===== src/rtl/sys_types_pkg.sv =====
// Shared types and helpers for the output drain coordinator.
package sys_types;

  localparam int unsigned SYS_MAX_N  = 16;
  localparam int unsigned SYS_N_BITS = $clog2(SYS_MAX_N + 1);

  typedef struct packed {
    logic [SYS_N_BITS-1:0] row;
    logic [SYS_N_BITS-1:0] col;
  } pe_coord_t;

  function automatic int unsigned ceil_div(input int unsigned num, input int unsigned den);
    return (num + den - 1) / den;
  endfunction

endpackage


===== src/rtl/lowest_set_arbiter.sv =====
// Priority encoder: reports the index of the lowest set request bit.
module lowest_set_arbiter #(
  parameter int WIDTH = 16,
  parameter int IW    = (WIDTH > 1) ? $clog2(WIDTH) : 1
) (
  input  logic [WIDTH-1:0] req_i,
  output logic [IW-1:0]    idx_o,
  output logic             any_o
);

  always_comb begin
    idx_o = '0;
    // Scan high to low so the lowest set bit is written last.
    for (int unsigned i = WIDTH; i > 0; i--) begin
      if (req_i[i-1]) idx_o = IW'(i - 1);
    end
  end

  assign any_o = |req_i;

endmodule


===== src/rtl/output_drain_coordinator.sv =====
// Wavefront tracker for an output-stationary systolic array, with per-PE
// pending store and a single valid/ready drain slot.
module output_drain_coordinator
  import sys_types::*;
#(
  parameter int ROWS           = 4,
  parameter int COLS           = 4,
  parameter int MAX_N          = 16,
  parameter int MACS_PER_CYCLE = 4,
  parameter int N_BITS         = $clog2(MAX_N + 1),
  parameter int CT_BITS        = $clog2((MAX_N + MACS_PER_CYCLE - 1) / MACS_PER_CYCLE + 1),
  parameter int IDX_BITS       = $clog2(ROWS * COLS)
) (
  input  logic                             clk,
  input  logic                             reset,
  input  logic [N_BITS-1:0]                mat_size,
  input  logic                             input_valid,
  input  logic                             stall,
  input  logic [N_BITS-1:0]                pos_row,
  input  logic [N_BITS-1:0]                pos_col,
  output logic [ROWS*COLS-1:0]             out_valid,
  output logic [ROWS*COLS-1:0][N_BITS-1:0] out_row,
  output logic [ROWS*COLS-1:0][N_BITS-1:0] out_col,
  output logic                             drain_valid,
  input  logic                             drain_ready,
  output logic [IDX_BITS-1:0]              drain_pe_idx,
  output logic [N_BITS-1:0]                drain_row,
  output logic [N_BITS-1:0]                drain_col,
  output logic [IDX_BITS:0]                pending_cnt,
  output logic                             busy,
  output logic                             overflow,
  output logic                             inject_err
);

  localparam int unsigned NPE = ROWS * COLS;

  function automatic int unsigned wave_src(input int unsigned k);
    return (k % COLS == 0) ? k - COLS : k - 1;
  endfunction

  logic [NPE-1:0]     active_q, active_d;
  logic [NPE-1:0]     start_q, start_d;
  logic [CT_BITS-1:0] cnt_q [NPE];
  logic [CT_BITS-1:0] cnt_d [NPE];
  logic [CT_BITS-1:0] c_q [NPE];
  logic [CT_BITS-1:0] c_d [NPE];
  logic [N_BITS-1:0]  base_row_q [NPE];
  logic [N_BITS-1:0]  base_row_d [NPE];
  logic [N_BITS-1:0]  base_col_q [NPE];
  logic [N_BITS-1:0]  base_col_d [NPE];
  logic [N_BITS-1:0]  size_q [NPE];
  logic [N_BITS-1:0]  size_d [NPE];
  logic               inject_err_q, inject_err_d;

  logic [31:0]        inj_c_raw;
  logic [CT_BITS-1:0] inj_c;
  logic               pe0_free;

  assign inj_c_raw = ceil_div(32'(mat_size), 32'(MACS_PER_CYCLE));
  assign inj_c     = (inj_c_raw == 32'd0) ? CT_BITS'(1) : CT_BITS'(inj_c_raw);
  assign pe0_free  = !active_q[0] || (cnt_q[0] == '0);

  always_comb begin
    active_d     = active_q;
    start_d      = start_q;
    cnt_d        = cnt_q;
    c_d          = c_q;
    base_row_d   = base_row_q;
    base_col_d   = base_col_q;
    size_d       = size_q;
    inject_err_d = inject_err_q;
    if (!stall) begin
      start_d = '0;
      for (int unsigned k = 0; k < NPE; k++) begin
        if (active_q[k]) begin
          if (cnt_q[k] != '0) cnt_d[k] = cnt_q[k] - 1'b1;
          else                active_d[k] = 1'b0;
        end
      end
      if (input_valid) begin
        if (pe0_free) begin
          active_d[0]   = 1'b1;
          start_d[0]    = 1'b1;
          cnt_d[0]      = inj_c - 1'b1;
          c_d[0]        = inj_c;
          base_row_d[0] = pos_row;
          base_col_d[0] = pos_col;
          size_d[0]     = mat_size;
        end else begin
          inject_err_d = 1'b1;
        end
      end
      // Reloads are applied after the countdown so a reload wins over retirement.
      for (int unsigned k = 1; k < NPE; k++) begin
        if (start_q[wave_src(k)]) begin
          active_d[k]   = 1'b1;
          start_d[k]    = 1'b1;
          cnt_d[k]      = c_q[wave_src(k)] - 1'b1;
          c_d[k]        = c_q[wave_src(k)];
          base_row_d[k] = base_row_q[wave_src(k)];
          base_col_d[k] = base_col_q[wave_src(k)];
          size_d[k]     = size_q[wave_src(k)];
        end
      end
    end
  end

  always_ff @(posedge clk) begin
    if (reset) begin
      active_q     <= '0;
      start_q      <= '0;
      inject_err_q <= 1'b0;
      for (int unsigned k = 0; k < NPE; k++) begin
        cnt_q[k]      <= '0;
        c_q[k]        <= '0;
        base_row_q[k] <= '0;
        base_col_q[k] <= '0;
        size_q[k]     <= '0;
      end
    end else begin
      active_q     <= active_d;
      start_q      <= start_d;
      inject_err_q <= inject_err_d;
      cnt_q        <= cnt_d;
      c_q          <= c_d;
      base_row_q   <= base_row_d;
      base_col_q   <= base_col_d;
      size_q       <= size_d;
    end
  end

  logic [N_BITS-1:0] row_abs [NPE];
  logic [N_BITS-1:0] col_abs [NPE];

  always_comb begin
    row_abs   = '{default: '0};
    col_abs   = '{default: '0};
    out_valid = '0;
    out_row   = '0;
    out_col   = '0;
    for (int unsigned k = 0; k < NPE; k++) begin
      row_abs[k]   = base_row_q[k] + N_BITS'(k / COLS);
      col_abs[k]   = base_col_q[k] + N_BITS'(k % COLS);
      out_row[k]   = active_q[k] ? row_abs[k] : '0;
      out_col[k]   = active_q[k] ? col_abs[k] : '0;
      out_valid[k] = active_q[k] && (cnt_q[k] == '0) && !stall &&
                     (row_abs[k] < size_q[k]) && (col_abs[k] < size_q[k]);
    end
  end

  logic [NPE-1:0]      pend_q, pend_d, pend_clr;
  logic [N_BITS-1:0]   pend_row_q [NPE];
  logic [N_BITS-1:0]   pend_row_d [NPE];
  logic [N_BITS-1:0]   pend_col_q [NPE];
  logic [N_BITS-1:0]   pend_col_d [NPE];
  logic                overflow_q, overflow_d;
  logic [IDX_BITS-1:0] arb_idx;
  logic                arb_any;
  logic                slot_full_q, slot_full_d;
  logic [IDX_BITS-1:0] slot_idx_q, slot_idx_d;
  logic [N_BITS-1:0]   slot_row_q, slot_row_d;
  logic [N_BITS-1:0]   slot_col_q, slot_col_d;
  logic                slot_take, slot_load;

  lowest_set_arbiter #(
    .WIDTH (NPE)
  ) u_arb (
    .req_i (pend_q),
    .idx_o (arb_idx),
    .any_o (arb_any)
  );

  assign slot_take = slot_full_q && drain_ready;
  assign slot_load = arb_any && (!slot_full_q || slot_take);

  always_comb begin
    pend_clr = '0;
    if (slot_load) pend_clr[arb_idx] = 1'b1;
    pend_d     = pend_q;
    pend_row_d = pend_row_q;
    pend_col_d = pend_col_q;
    overflow_d = overflow_q;
    for (int unsigned k = 0; k < NPE; k++) begin
      pend_d[k] = (pend_q[k] && !pend_clr[k]) || out_valid[k];
      if (out_valid[k]) begin
        if (pend_q[k] && !pend_clr[k]) begin
          overflow_d = 1'b1;
        end else begin
          pend_row_d[k] = row_abs[k];
          pend_col_d[k] = col_abs[k];
        end
      end
    end
    slot_full_d = slot_full_q;
    slot_idx_d  = slot_idx_q;
    slot_row_d  = slot_row_q;
    slot_col_d  = slot_col_q;
    if (slot_load) begin
      slot_full_d = 1'b1;
      slot_idx_d  = arb_idx;
      slot_row_d  = pend_row_q[arb_idx];
      slot_col_d  = pend_col_q[arb_idx];
    end else if (slot_take) begin
      slot_full_d = 1'b0;
    end
  end

  always_ff @(posedge clk) begin
    if (reset) begin
      pend_q      <= '0;
      overflow_q  <= 1'b0;
      slot_full_q <= 1'b0;
      slot_idx_q  <= '0;
      slot_row_q  <= '0;
      slot_col_q  <= '0;
      for (int unsigned k = 0; k < NPE; k++) begin
        pend_row_q[k] <= '0;
        pend_col_q[k] <= '0;
      end
    end else begin
      pend_q      <= pend_d;
      pend_row_q  <= pend_row_d;
      pend_col_q  <= pend_col_d;
      overflow_q  <= overflow_d;
      slot_full_q <= slot_full_d;
      slot_idx_q  <= slot_idx_d;
      slot_row_q  <= slot_row_d;
      slot_col_q  <= slot_col_d;
    end
  end

  always_comb begin
    pending_cnt = '0;
    for (int unsigned k = 0; k < NPE; k++) begin
      pending_cnt = pending_cnt + (IDX_BITS+1)'(pend_q[k]);
    end
  end

  assign drain_valid  = slot_full_q;
  assign drain_pe_idx = slot_idx_q;
  assign drain_row    = slot_row_q;
  assign drain_col    = slot_col_q;
  assign busy         = (|active_q) || (|pend_q) || slot_full_q;
  assign overflow     = overflow_q;
  assign inject_err   = inject_err_q;

endmodule


===== config.mk =====
export PLATFORM = sky130hd
export DESIGN_NAME = output_drain_coordinator
export DESIGN_NICKNAME = d
export VERILOG_FILES = /design/src/rtl/sys_types_pkg.sv /design/src/rtl/lowest_set_arbiter.sv /design/src/rtl/output_drain_coordinator.sv
export SDC_FILE = /design/constraint.sdc
export NUM_CORES = 1
export LEC_CHECK = 0
export CAP_MARGIN = 15
export CORE_MARGIN = 10
export CORE_UTILIZATION = 53
export DETAILED_ROUTE_END_ITERATION = 12
export PLACE_DENSITY_LB_ADDON = 0.08
export SLEW_MARGIN = 25
export SYNTH_ARGS = -nofsm -noshare
export SYNTH_HDL_FRONTEND = slang
export SYNTH_SLANG_ARGS = --single-unit

===== constraint.sdc =====
create_clock -name clk -period 3.42 [get_ports clk]
set_input_delay 0.342 -clock clk [delete_from_list [all_inputs] [get_ports clk]]
set_output_delay 0.342 -clock clk [all_outputs]
set_load 0.02 [all_outputs]

==> impl_metrics.csv, run 1 <==
group,metric,value,unit
worst_setup_path,r2r-start,"pend_q[14]$_SDFF_PP0_",
timing,fin_hold_ws,273,ps
timing,setup_viol,5,
timing,skew,19.9,ps
worst_setup_path,critPathLaunchType,"register",
layout,syn2layout_area_growth,26.0,%
yosys,yosysTopAreaCellShare,0.347,
timing,fin_ws,-879,ps
cts,cts.sinks,386,
cts,cts_tree,"yes",
timing,slew_viol_final,0,
grt,antenna_found_initial,2,
placement,port_buffers,218,
layout,layout-drive-gt1-share,0.135,
worst_setup_path,end_kind,"output pin",
power_and_ir_drop,power.density,360,nW/um^2
cts,cts_max_level,2,
yosys,syn_avg_cell_area,8.13,sq um
power_and_ir_drop,peakVddDrop,0.464,mV
timing,fmax,233,MHz
layout,regArea,7760,sq um
worst_setup_path,critPathSlowestCell,"fa_1",
run_status,status,"finished with violations",
worst_setup_path,cp_data_required_time,3080,ps
worst_setup_path,path_buf_inv,6,
yosys,ys_seq_area_frac,0.347,
layout,antennaDiodeCount,0,
min_path,hold_depth,2,
yosys,synthArstFlopShare,0,
layout,final_common_cell,"nand2_1",
layout,fin_nets,3281,
placement,dp_slack,-821,ps
timing,worstMarginPinSlew,852,ps
yosys,yosys_most_used_dff,"dfxtp_1",
min_path,hp-class,"input port to register",
min_path,min_from,"reset",
worst_setup_path,crit_fanout,2,
drt,drt_wl_total,83800,microns
worst_setup_path,crit_type,"register to output pin",
grt,track_usage,0.321,
yosys,synthDistinctLibCells,78,
layout,layout_common_cells,"388 x nand2_1, 365 x dfxtp_1, 269 x nor2_1",
timing,hold_violations,0,
floorplan,start_util,0.533,
cts,clk_pin_slew,60,ps
layout,fillers,3522,
timing,grt_setup_unrepaired,"true",
yosys,yosysWarningCount,0,
worst_setup_path,slowest_delay,530,ps
drt,dr.pass1.iters,5,
timing,slew_headroom,0.432,
worst_setup_path,cp_data_arrival_time,3960,ps
yosys,synth_area,22300,sq um
run_status,violations,"negative setup slack",
worst_setup_path,reg2regPathDepth,11,
cts,cts_root_buf,"clkbuf_16",
floorplan,die_w,225,microns
yosys,synthTopCellsByArea,"dfxtp_1 35%, ha_1 11%, mux2i_1 8.0%",
cts,clk_latency,590,ps
cts,postCtsHoldBufs,0,
worst_setup_path,critPathTopFamily,"adder cells",
grt,grt_pass1_vias,20300,
floorplan,die_h,225,microns
yosys,syn_inst,2739,
yosys,syn_nets,2965,
layout,multiInputGateArea,13600,sq um
floorplan,placementRows,75,
floorplan,dieArea,50600,sq um
drt,routedWlPerCell,23.1,microns
cts,cts_inserted_buffers,43,
drt,drtIter0Drc,2258,
placement,dp.final_hpwl,64500,microns
grt,grt_overflow,0,
power_and_ir_drop,p_leak,11.4,nW
placement,finalWeightedCongestion,0.979,
cts,clock_path_buffers,3,
yosys,ys_ff_latch,386,
drt,antenna_left,0,
yosys,synth-edff-count,0,
floorplan,core,41800,sq um
grt,grt_start_max_net_pins,111,
drt,via_per_inst,5.90,
worst_setup_path,crit_chain,"fa_1 > inv_1 > fa_1 > inv_2 > fa_1 > inv_1 > fa_2 > inv_2 > ha_4 > inv_2 > fa_2 > nor2b_1 > o21a_2 > buf_6",
power_and_ir_drop,finalPower,10.1,mW
timing,layout_min_cycle_time,4300,ps
timing,fin_crit_sh,1.26,
drt,vias,21400,
job,drv_cap,0,
grt,grt_pass1_wl,125000,microns
yosys,synth_area_leader_cell,"dfxtp_1",
worst_setup_path,rr_endpoint,"drain_row[2]$_SDFFE_PP0P_",
timing,fin_tns_setup,-3790,ps
drt,drc_errors,0,
min_path,hold_end,"cnt_q[2]$_SDFFE_PP0P_",
worst_setup_path,r2r_slack,240,ps
floorplan,io_pins,219,
==> kinds of logic (layout without fill, tap and decap cells) <==
logic type      Yosys count  count (layout)  share of synthesized area
mux                     179             179                     0.0806
fa+ha+maj               206             206                      0.119
flops                   386             386                      0.347
xor+xnor                 78              78                     0.0307
compound gates          515             515                      0.144
buf+inv                 306             655                     0.0545
simple gates           1069            1069                      0.224
==> what timing repair did <==
action | in CTS | in global routing
resized for setup | 104 | 30
setup endpoints to repair | 19 | 20
pin swaps | 11 | 15
setup buffers | 16 | 3
==> where the power goes <==
group	internal (mW)	switching [mW]	leakage, nW
Clock	3.11	1.99	0.758
Sequential	4.53	0.0488	3.12
Combinational	0.152	0.260	7.56
Total	7.78	2.30	11.4
==> area by class of cell <==
class,count,share of cell area
sequential,386,0.277
multi-input combinational,2047,0.484
timing repair buffer,440,0.142
tap,539,0.0240
clock inverter,19,0.0104
inverter,137,0.0183
clock buffer,59,0.0448
==> how the worst max path moves through the flow <==
stage                                     start        endpoint  slack (ps)  cells after the start
after floorplan           pend_q[15]$_SDFF_PP0_  pending_cnt[4]        -200                     13
after global placement    pend_q[15]$_SDFF_PP0_  pending_cnt[4]        -820                     14
after detailed placement   pend_q[3]$_SDFF_PP0_  pending_cnt[4]        -820                     12
after CTS                 pend_q[15]$_SDFF_PP0_  pending_cnt[4]        -920                     14
after global routing      pend_q[15]$_SDFF_PP0_  pending_cnt[4]       -1000                     14
final                     pend_q[15]$_SDFF_PP0_  pending_cnt[4]        -880                     14
==> flip-flops by register name, indices dropped and copies added (netlist names), 4 cells and up <==
name and flops:
base_col_q 35, base_row_q 35, pend_col_q 80, pend_q 16, c_q 18, drain_col 5
active_q 16, cnt_q 48, pend_row_q 80, drain_row 5, start_q 6, size_q 35
drain_pe_idx 4
==> Yosys cell counts (7+ instances only) <==
cell type	count
nand2_1	389
dfxtp_1	386
nor2_1	272
a21oi_1	269
ha_1	196
mux2i_1	177
inv_1	137
clkbuf_1	135
and2_1	120
nand3_1	86
nor2b_1	64
o21ai_0	58
xnor2_1	42
nand2b_1	38
xor2_1	36
a31oi_1	34
a32oi_1	30
nor3_1	27
a211oi_1	23
nor4_1	16
buf_2	13
o211ai_1	12
buf_1	11
a221oi_1	10
fa_1	10
and3_1	9
nor4b_1	9
a211oi_2	8
a22oi_1	8
a21boi_0	7
buf_4	7
or2_2	7
==> through the flow <==
step / std cells / util / instance area, sq um
after detailed placement: 3530 / 0.625 / 26100
after floorplan: 2739 / - / 22300
final: 3627 / 0.672 / 28000
after global routing: 3627 / 0.672 / 28000
after CTS: 3624 / 0.668 / 27900
after global placement: 3530 / 0.625 / 26100
==> routing by layer <==
layer | global-route usage | up-vias | share of wire
met2 | 0.511 | 946 | 0.46
met3 | 0.0613 | 166 | 0.086
met1 | 0.423 | 10300 | 0.42
li1 | - | 9987 | -
met4 | 0.120 | 0 | 0.035
met5 | 0 | - | 0
No activity file was read; power rests on OpenSTA's default activity.
==> run 2: changes to the inputs <==
Settings changed: SKIP_LAST_GASP set to 1.
==> results of run 2 <==
Same layout as run 1: the final DEF is identical, and so are final timing and power.
==> run 3: changes to the inputs <==
Settings changed: CORE_UTILIZATION 53 to 60, CTS_CLUSTER_SIZE set to 30, PLACE_DENSITY set to 0.79, PLACE_DENSITY_LB_ADDON 0.08 to unset.
Clock period 3.42 ns to 5.2 ns, I/O delays scaled along.
==> run 3 against run 2 <==
The flow now finishes without violations. Critical path depth decreased by 1. Hold slack improved by 180 ps. Total power is 37% lower. Core utilization rose by 3.8 points. Sequential share of layout area up 2.1 points. Cell count is 7.5% lower. Largest power group unchanged.
==> impl_metrics.csv, run 3 (synthesis results as in run 1) <==
group,metric,value,unit
run_status,status,"complete, no violations",
power_and_ir_drop,finalPower,6.39,mW
job,drv_cap,0,
floorplan,start_util,0.608,
grt,grt_pass1_vias,19900,
timing,fmax,200,MHz
layout,final_common_cell,"nand2_1",
power_and_ir_drop,power.density,246,nW/um^2
timing,slew_viol_final,0,
grt,grt_start_max_net_pins,162,
min_path,hp-class,"register to register",
worst_setup_path,crit_type,"register to output pin",
timing,skew,17.5,ps
timing,setup_viol,0,
worst_setup_path,slowest_delay,590,ps
drt,antenna_left,0,
drt,routedWlPerCell,23.4,microns
min_path,min_from,"size_q[2]$_SDFFE_PP0P_",
layout,syn2layout_area_growth,16.8,%
cts,cts.sinks,386,
layout,fin_nets,3086,
cts,clk_pin_slew,60,ps
layout,layout.cells.non_filler,3355,
worst_setup_path,cp_num_cells,13,
cts,cts_root_buf,"clkbuf_16",
timing,fin_crit_sh,0.960,
worst_setup_path,crit_fanout,7,
grt,grt_pass1_wl,119000,microns
layout,antennaDiodeCount,0,
floorplan,die_w,213,microns
floorplan,placementRows,70,
drt,drtIter0Drc,2665,
worst_setup_path,r2r-start,"base_row_q[40]$_SDFFE_PP0P_",
cts,clk_latency,570,ps
power_and_ir_drop,switching_share,0.230,
drt,via_per_inst,6.21,
cts,cts_inserted_buffers,43,
worst_setup_path,cp_data_required_time,4680,ps
grt,track_usage,0.340,
grt,antenna_found_initial,1,
worst_setup_path,cp_data_arrival_time,4470,ps
timing,slew_headroom,0.301,
drt,drc_errors,0,
worst_setup_path,critPathLaunchType,"register",
floorplan,core,36600,sq um
worst_setup_path,critPathSlowestCell,"clkdlybuf4s50_1",
floorplan,io_pins,219,
layout,layout_common_cells,"389 x nand2_1, 383 x dfxtp_1, 271 x nor2_1",
floorplan,die_h,213,microns
drt,dr.pass1.iters,6,
worst_setup_path,r2r_slack,950,ps
timing,worstMarginPinSlew,1050,ps
min_path,hold_end,"size_q[2]$_SDFFE_PP0P_",
power_and_ir_drop,clkPwrFrac,0.489,
placement,dp.cells,3283,
power_and_ir_drop,peakVddDrop,0.318,mV
timing,layout_min_cycle_time,4990,ps
grt,grt_overflow,0,
worst_setup_path,cpMostUsedCell,"inv_1",
placement,dp.final_hpwl,59300,microns
timing,fin_tns_setup,0,ps
min_path,hold_depth,2,
layout,reg_top3,"pend_col_q (80), pend_row_q (80), cnt_q (48)",
power_and_ir_drop,p_leak,10.2,nW
power_and_ir_drop,p_switching,1.47,mW
cts,cts_max_level,2,
worst_setup_path,end_kind,"output pin",
worst_setup_path,critPathTopFamily,"adder cells",
drt,drt_wl_total,78600,microns
placement,finalWeightedCongestion,1.02,
placement,port_buffers,218,
worst_setup_path,crit_chain,"fa_1 > inv_1 > fa_1 > inv_1 > fa_1 > inv_1 > fa_1 > inv_1 > ha_1 > inv_1 > fa_1 > inv_1 > clkdlybuf4s50_1",
worst_setup_path,reg2regPathDepth,12,
power_and_ir_drop,cellInternalPower,4.92,mW
cts,clock_path_buffers,3,
worst_setup_path,path_buf_inv,7,
layout,layout-drive-gt1-share,0.0499,
timing,hold_violations,0,
worst_setup_path,rr_endpoint,"pend_row_q[13]$_SDFFE_PP0P_",
cts,cts_tree,"yes",
power_and_ir_drop,comb_power_share,0.040,
power_and_ir_drop,p_seq_frac,0.472,
drt,vias,20800,
timing,grt_setup_unrepaired,"false",
floorplan,dieArea,45200,sq um
run 3: changes by cell type in the layout (fill, tap and decap cells not counted), sizes merged, moves of 2 or more:
cell / before / now
dlygate4sd2: 5 / 0
clkinvlp: 3 / 1
clkdlybuf4s50: 195 / 214
clkbuf: 60 / 56
bufinv: 7 / 4
clkinv: 8 / 10
buf: 234 / 29
run 3: power groups by stage:
stage	sequential (mW)	clock [mW]	combinational, mW
detailed placement	3.08	0	0.247
global placement	3.08	0	0.240
CTS	3.01	3.13	0.249
global route	3.01	3.25	0.279
floorplan	3.06	0	0.170
finish	3.01	3.12	0.254
run 3: how the worst max path moves through the flow:
stage	to	from	slack (ps)
5_1_grt	pending_cnt[1]	pend_q[11]$_SDFF_PP0_	40
4_1_cts	pending_cnt[4]	pend_q[11]$_SDFF_PP0_	40
3_5_place_dp	pending_cnt[4]	pend_q[9]$_SDFF_PP0_	580
3_3_place_gp	pending_cnt[4]	pend_q[9]$_SDFF_PP0_	600
2_1_floorplan	pending_cnt[2]	pend_q[5]$_SDFF_PP0_	1170
6_report	pending_cnt[1]	pend_q[11]$_SDFF_PP0_	210
run 3: metal layers:
layer	global-route usage	vias up	routed length, microns
met5	0	-	0
met4	0.131	0	2970
met3	0.0592	180	8200
met2	0.535	1121	35600
met1	0.455	9946	31900
li1	-	9580	-
run 3: timing repair:
| action | 4_1_cts | 5_1_grt |
|---|---|---|
| hold buffers | 0 | 0 |
| gates resized for setup | 3 | 2 |
| setup buffers | 0 | 0 |
| setup endpoints to repair | 1 | 2 |
run 3: worst min-delay path: cells and delay by family, from the launching register on:
kind | cells | cell delay, ps
compound gates | 1 | 50
simple gates | 1 | 50
flops | 1 | 310
run 3: final cells by class:
class,count,area (sq um)
Clock buffer,56,1230
Clock inverter,16,190
Fill cell,3003,10600
Inverter,137,514
Multi-Input combinational cell,2047,13300
Sequential cell,386,7730
Tap cell,468,586
Timing Repair Buffer,245,2400
run 3: per-stage QoR:
step	hold slack, ps	setup WS, ps	util	cell area, sq um
2_1_floorplan	432	1170	-	22300
3_3_place_gp	439	602	0.671	24600
3_5_place_dp	447	578	0.671	24600
4_1_cts	457	37.2	0.710	26000
5_1_grt	475	39.4	0.710	26000
6_report	457	210	0.710	26000
